[config.mk]
export PLATFORM = sky130hd
export DESIGN_NAME = gate_arbiter
export DESIGN_NICKNAME = d
export VERILOG_FILES = /design/src/rtl/gate_arbiter.sv
export SDC_FILE = /design/constraint.sdc
export NUM_CORES = 1
export LEC_CHECK = 0
export BUFFER_PORTS_ARGS = -buffer_cell sky130_fd_sc_hd__buf_4
export CAP_MARGIN = 20
export CELL_PAD_IN_SITES_DETAIL_PLACEMENT = 1
export CELL_PAD_IN_SITES_GLOBAL_PLACEMENT = 1
export CORE_ASPECT_RATIO = 0.7
export CORE_MARGIN = 2
export CORE_UTILIZATION = 40
export CTS_CLUSTER_SIZE = 10
export DETAILED_ROUTE_END_ITERATION = 8
export GPL_TIMING_DRIVEN = 0
export PLACE_DENSITY_LB_ADDON = 0.1
export SYNTH_ARGS = -nofsm -noshare
export SYNTH_HDL_FRONTEND = slang
export SYNTH_SLANG_ARGS = --single-unit
[constraint.sdc]
create_clock -name clk -period 1.8 [get_ports clk]
set_input_delay 0.45 -clock clk [delete_from_list [all_inputs] [get_ports clk]]
set_output_delay 0.45 -clock clk [all_outputs]
set_load 0.005 [all_outputs]
[src/rtl/gate_arbiter.sv]
// ============================================================================
// Module      : gate_arbiter
// Description : Round-robin arbiter for the shared parking gate between entry
//               and exit requesters, validated against occupancy status.
// Revision    : 1.0 - initial release
// ============================================================================
`default_nettype none

module gate_arbiter #(
  parameter int OPEN_CYCLES = 8,
  parameter int GAP_CYCLES  = 2,
  parameter int CNT_W       = 4
) (
  input  logic       clk,
  input  logic       reset,
  input  logic       entry_req,
  input  logic       exit_req,
  input  logic [1:0] exit_req_slot,
  input  logic [2:0] capacity,
  input  logic [3:0] spots,
  output logic       entry_signal,
  output logic       exit_signal,
  output logic [1:0] exit_slot,
  output logic       door_open,
  output logic       busy,
  output logic       reject_full,
  output logic       reject_slot,
  output logic       last_grant
);

  typedef enum logic [1:0] {
    IDLE  = 2'd0,
    GRANT = 2'd1,
    OPEN  = 2'd2,
    GAP   = 2'd3
  } state_t;

  localparam logic [CNT_W-1:0] c_OPEN_LOAD = CNT_W'(OPEN_CYCLES - 1);
  localparam logic [CNT_W-1:0] c_GAP_LOAD  = CNT_W'(GAP_CYCLES - 1);

  state_t           r_state;
  logic             r_entry_pend;
  logic             r_exit_pend;
  logic             r_entry_prev;
  logic             r_exit_prev;
  logic [1:0]       r_slot_q;
  logic [CNT_W-1:0] r_timer;

  state_t           w_state;
  logic [CNT_W-1:0] w_timer;
  logic             w_entry_sig;
  logic             w_exit_sig;
  logic             w_rej_full;
  logic             w_rej_slot;
  logic             w_door;
  logic [1:0]       w_exit_slot;
  logic             w_last;
  logic             w_busy;
  logic             w_pick_exit;
  logic             w_entry_clr;
  logic             w_exit_clr;
  logic             w_entry_rise;
  logic             w_exit_rise;
  logic             w_entry_pend;
  logic             w_exit_pend;
  logic [1:0]       w_slot_q;

  always_comb begin
    w_state     = r_state;
    w_timer     = r_timer;
    w_entry_sig = 1'b0;
    w_exit_sig  = 1'b0;
    w_rej_full  = 1'b0;
    w_rej_slot  = 1'b0;
    w_door      = door_open;
    w_exit_slot = exit_slot;
    w_last      = last_grant;
    w_pick_exit = 1'b0;
    w_entry_clr = 1'b0;
    w_exit_clr  = 1'b0;

    case (r_state)
      IDLE: begin
        w_door = 1'b0;
        if (r_entry_pend || r_exit_pend) begin
          // A full lot lets the exit go first so the waiting entry can follow.
          if (r_entry_pend && r_exit_pend)
            w_pick_exit = (capacity == 3'd0) || !last_grant;
          else
            w_pick_exit = r_exit_pend;
          w_last = w_pick_exit;
          if (w_pick_exit) begin
            w_exit_clr = 1'b1;
            if (spots[r_slot_q]) begin
              w_exit_sig  = 1'b1;
              w_exit_slot = r_slot_q;
              w_state     = GRANT;
            end else begin
              w_rej_slot = 1'b1;
            end
          end else begin
            w_entry_clr = 1'b1;
            if (capacity == 3'd0) begin
              w_rej_full = 1'b1;
            end else begin
              w_entry_sig = 1'b1;
              w_state     = GRANT;
            end
          end
        end
      end
      GRANT: begin
        w_door  = 1'b1;
        w_timer = c_OPEN_LOAD;
        w_state = OPEN;
      end
      OPEN: begin
        if (r_timer == '0) begin
          w_door  = 1'b0;
          w_timer = c_GAP_LOAD;
          w_state = GAP;
        end else begin
          w_timer = r_timer - 1'b1;
        end
      end
      GAP: begin
        if (r_timer == '0) w_state = IDLE;
        else               w_timer = r_timer - 1'b1;
      end
      default: w_state = IDLE;
    endcase

    w_busy = (w_state != IDLE);
  end

  // A rise while already pending is ignored, so a cleared flag never re-arms on the same edge.
  always_comb begin
    w_entry_rise = entry_req & ~r_entry_prev;
    w_exit_rise  = exit_req & ~r_exit_prev;
    w_entry_pend = w_entry_clr ? 1'b0 : (r_entry_pend | w_entry_rise);
    w_exit_pend  = w_exit_clr ? 1'b0 : (r_exit_pend | w_exit_rise);
    w_slot_q     = (w_exit_rise && !r_exit_pend) ? exit_req_slot : r_slot_q;
  end

  always_ff @(posedge clk or negedge reset) begin
    if (!reset) begin
      r_state      <= IDLE;
      r_entry_pend <= 1'b0;
      r_exit_pend  <= 1'b0;
      r_entry_prev <= 1'b0;
      r_exit_prev  <= 1'b0;
      r_slot_q     <= 2'd0;
      r_timer      <= '0;
      entry_signal <= 1'b0;
      exit_signal  <= 1'b0;
      exit_slot    <= 2'd0;
      door_open    <= 1'b0;
      busy         <= 1'b0;
      reject_full  <= 1'b0;
      reject_slot  <= 1'b0;
      last_grant   <= 1'b1;
    end else begin
      r_state      <= w_state;
      r_entry_pend <= w_entry_pend;
      r_exit_pend  <= w_exit_pend;
      r_entry_prev <= entry_req;
      r_exit_prev  <= exit_req;
      r_slot_q     <= w_slot_q;
      r_timer      <= w_timer;
      entry_signal <= w_entry_sig;
      exit_signal  <= w_exit_sig;
      exit_slot    <= w_exit_slot;
      door_open    <= w_door;
      busy         <= w_busy;
      reject_full  <= w_rej_full;
      reject_slot  <= w_rej_slot;
      last_grant   <= w_last;
    end
  end

endmodule

`default_nettype wire

== Word-level counts from Yosys, hierarchy flattened ==
Index checks and enable logic that the tools add are counted.
Word-level totals
  register bits after elaboration: 21
  input port bits: 13
  output and inout bits: 9
  logic and storage cells: 85
Cells by class
  add/subtract/negate cells: 1
  $lt $le $gt $ge: 1
  equality and inequality tests: 5
  mux-type cells: 41
  bitwise logic cells: 6
  reduce and logical (&&, ||, !) cells: 16
Operators by type and width (number)
  $mux 1: 29
  $mux 2: 6
  $pmux 4 s3: 1
  $mux 4: 2
  $pmux 2 s4: 1
  $reduce_and 2->1: 3
  $reduce_bool 3->1: 2
  $eq 2x2->1 const B: 2
  $logic_not 4->1: 1
  $ne 2x2->1 const B: 2
  $reduce_and 4->1: 1
  $sub 4x1->4 const B: 1
  $logic_not 3->1: 1
  $lt 2x3->1 const B: 1
  $pmux 1 s3: 1
  $and 1x1->1: 2
  $bmux 1 s2: 1
  $eq 2x1->1 const B: 1
  $logic_and 1x1->1: 2
  $logic_not 1->1: 2
  $logic_not 2->1: 1
  $logic_or 1x1->1: 2
  $not 1->1: 2
  $or 1x1->1: 2
  $reduce_bool 2->1: 1

== Logic depth before layout (Yosys ltp) ==
  depth in word-level cells: 9
  depth in mapped cells: 5
  depth with buffers taken out: 5

== Worst setup path before layout ==
No wires, ideal clock.
  path kind: input to register
  start: input port spots[3]
  end: register exit_slot[0]
  setup time: 0.128 ns
  arrival time: 1.374 ns
  required time: 1.672 ns
  setup slack: 0.299 ns
  stages on the path: 3
  path buffers: 0
  cells stage by stage: mux4_2 -> nand4_2 -> mux2_1
On the way
  word-level cells in the longest chain between the ends: 3
Ends and longest elaborated chain
  start, declared: RTL line 20  | input logic [3:0] spots,
  $bmux 1 s2: RTL line 94  | if (spots[r_slot_q]) begin
  $mux 1 (not written as such): RTL line 94
  $reduce_and 4->1 (no line)
  end signal, assigned: RTL line 172  | exit_slot <= w_exit_slot;
  end, declared: RTL line 23  | output logic [1:0] exit_slot,
No other way between the ends. The select of a mux whose other input is x is not followed.
A chain may end at the register's enable or synchronous reset.

== Worst setup path after layout ==
  start: register r_slot_q[0]
  end: register exit_slot[1]
On the way
  word-level cells in the longest chain between the ends: 3
Ends and longest elaborated chain
  start, declared: RTL line 46  | logic [1:0] r_slot_q;
  start signal, assigned: RTL line 168  | r_slot_q <= w_slot_q;
  $bmux 1 s2: RTL line 94
  $mux 1 (not written as such): RTL line 94
  $reduce_and 4->1 (no line)
No other way between the ends. The select of a mux whose other input is x is not followed.

==> metrics.md <==
| Metric | Value |
|---|---|
| Status | finished, final reports clean |
| Crit-path max FO | 3 |
| Via/cell ratio | 5.24 |
| I/O pin count | 22 |
| Post-layout minimum cycle time | 1.57 ns |
| Mean post-synth cell area | 12.2 um^2 |
| Setup violations, final | 0 |
| Largest stage delay, worst path | 0.57 ns |
| Global-route wire length before repair | 3.44 mm |
| Worst-Skew Late Latency | 0.30 ns |
| CTS Hold Buffers Added | 0 |
| Critical Path AT | 1.77 ns |
| Critical path endpoint category | flop |
| Ratio of cells with drive above 1 in the final layout | 0.340 |
| Register area share after synthesis | 0.561 |
| Grt ovf | 0 |
| Final count of hold timing violations | 0 |
| Largest cells by area after synthesis | dfrtp_1 53%, dfstp_2 2.8%, a21oi_1 2.7%, ha_1 2.7%, nor3b_2 2.7% |
| Rel. slew slack | 0.736 |
| #FFs+latches synth | 21 |
| Top-count cell post-synth | dfrtp_1 |
| Critical path startpoint category | flop |
| Pre-CTS setup slack | 0.102 ns |
| Clk buf depth | 2 |
| Clk_skew | 0.00648 ns |
| Simple-gate share of the synthesized area | 0.150 |
| Vias in the first global route | 742 |
| Largest net degree at the start of global routing | 22 |
| Num rows | 14 |
| Core ar. | 0.00219 mm^2 |
| RSZ-0062 raised after global routing | no |
| Post-synthesis cell count | 77 |
| Drt first pass iters | 4 |
| Post-Syn Area | 940 um^2 |
| Crit-path cells | mux4_2 -> nand4_2 -> mux2_1 |
| Nets | 119 |
| Worst setup path class | flop to flop |
| Mux share of post-synthesis cell area | 0.0826 |
| Max cap viols | 0 |
| Syn Nets | 92 |
| Fin Hold WS | 0.257 ns |
| Post-synth ARST share | 1.00 |
| IR drop worst, VDD | 687 uV |
| Netlist cell types | 34 |
| Final WS setup | 0.225 ns |
| P per Cell Area | 1530 mW/mm^2 |
| CTS H-tree lvls | 1 |
| Leakage Power | 0.547 nW |
| Clock-pin transition on the worst setup and hold timing paths | 0.12 ns |
| Fillcell total | 243 |
| Postcts setup bufs | 0 |
| Slew Limit Fails | 0 |
| DP Wirelength | 1.56 mm |
| Worst-margin pin slew | 0.395 ns |
| Clock buffer count from CTS | 3 |
| CTS sink count | 21 |
| Starting Density | 0.429 |
| PortBufs | 21 |
| Post-synth EDFFs | 0 |
| Compound-Gate Fraction of Synth Area | 0.141 |
| Diodes inserted | 0 |
| Wire per inst | 15.3 um |
| Die height | 44.6 um |
| Total placed cells including tap cells | 130 |
| All-Layer GR Usage | 0.178 |
| Post-Route Setup TNS | 0 ns |
| Fin util | 0.536 |
| Final worst path period share | 0.875 |
| Commonest cells post-synth | 20 x dfrtp_1, 6 x inv_1, 5 x a21oi_1, 5 x nand2_1, 3 x or3_1 |
| Crit path required time | 2.00 ns |
| Die Wd | 61.9 um |
| Post-route ant nets | 0 |
| Final Non-Filler Cells | 135 |
| Die area | 0.00276 mm^2 |
| Layout area overhead | 24.9% |
| GP Congestion | 0.757 |
| Top-area cell type share of the netlist area | 0.533 |
| Area leader, netlist | dfrtp_1 |
| TritonCTS clock tree | yes |
| Primary FF master, synth | dfrtp_1 |
| Post-synthesis adder-cell area fraction | 0.0266 |
| Detailed-route via count | 707 |
| Ys Warns | 0 |
| Synth Area in XOR/XNOR | 0.00932 |
| Post-CTS sizing | 0 |
| Critical path's slowest cell | mux4_2 |
| Main combinational cell family by area after synthesis | simple AND/OR/NAND/NOR gates |
| Type of the tightest min-delay check | input pin to flop |
| Antenna violations before repair | 0 |
| Max frequency | 0.635 GHz |
| Post-Route WL | 2.06 mm |
| 1st-iter DRT viols | 24 |
| DR DRC count | 0 |
| Clk root buf | clkbuf_4 |
==> area by class of cell <==
class	instances	area (um^2)	share of cell area
Buffer	1	5.00	0.00426
Sequential cell	21	527	0.449
Tap cell	32	40.0	0.0341
Timing Repair Buffer	22	168	0.143
Clock buffer	4	26.3	0.0224
Multi-Input combinational cell	49	385	0.328
Inverter	6	22.5	0.0192
==> report_power, final <==
part | switching, mW | internal [mW] | leakage [nW] | total (mW)
sequential | 0.189 | 0.656 | 0.249 | 0.844
clock | 0.141 | 0.0863 | 0.0150 | 0.227
combinational | 0.332 | 0.390 | 0.282 | 0.722
total | 0.662 | 1.13 | 0.547 | 1.79
==> metal layers <==
metal	vias up	global-route usage	routed length (um)
li1	336	-	-
met1	350	0.246	977
met2	19	0.278	965
met3	2	0.0526	102
met4	0	0.0383	13
met5	-	0	0
==> critical path, delay by kind of cell, from the launching register on <==
family / cells / cell delay (ns)
flops: 1 / 0.41
mux: 2 / 0.90
simple gates: 1 / 0.16
==> flip-flops by register name (all words and copies together) (netlist names) <==
register / count
busy: 1
r_entry_prev: 1
entry_signal: 1
r_entry_pend: 1
r_state: 2
r_timer: 4
exit_signal: 1
reject_full: 1
exit_slot: 2
r_slot_q: 2
door_open: 1
last_grant: 1
r_exit_prev: 1
reject_slot: 1
r_exit_pend: 1
==> final timing paths <==
| kind | start | end | slack [ns] | cells past startpoint |
|---|---|---|---|---|
| worst max-delay path | r_slot_q[0] | exit_slot[1] | 0.23 | 3 |
| worst min-delay path | exit_req | r_exit_prev | 0.26 | 1 |
| worst max register to register | r_slot_q[0] | exit_slot[1] | 0.23 | 3 |
| worst min register to register | exit_slot[0] | exit_slot[0] | 0.51 | 1 |
| max in group asynchronous | reset | last_grant | 0.97 | 2 |
| min in group asynchronous | reset | exit_signal | 0.55 | 2 |
==> per-stage QoR <==
stage | total power, mW | instance area [um^2]
2_1_floorplan | 1.31 | 940
3_3_place_gp | 1.54 | 1140
3_5_place_dp | 1.58 | 1140
4_1_cts | 1.81 | 1160
5_1_grt | 1.95 | 1170
6_report | 1.79 | 1170
==> cell usage in the layout (no fill, tap or decap), drive strengths merged, types with 3 or more instances in the layout <==
master,netlist,layout
inv,6,6
buf,1,22
nand2,5,5
clkbuf,0,4
nor2,3,3
a21oi,5,5
nor3b,3,3
or3,3,3
dfrtp,20,20
mux2,4,4
==> logic make-up (layout without fill, tap and decap cells) <==
kind of cell / after synthesis / count (layout)
flip-flops: 21 / 21
multiplexers: 6 / 6
AO/OA/AOI/OAI: 18 / 18
XOR/XNOR: 1 / 1
AND/OR/NAND/NOR: 22 / 22
adder cells (fa/ha/maj): 2 / 2
buffers and inverters: 7 / 33
Note: power is estimated with default switching activity, not from simulation.
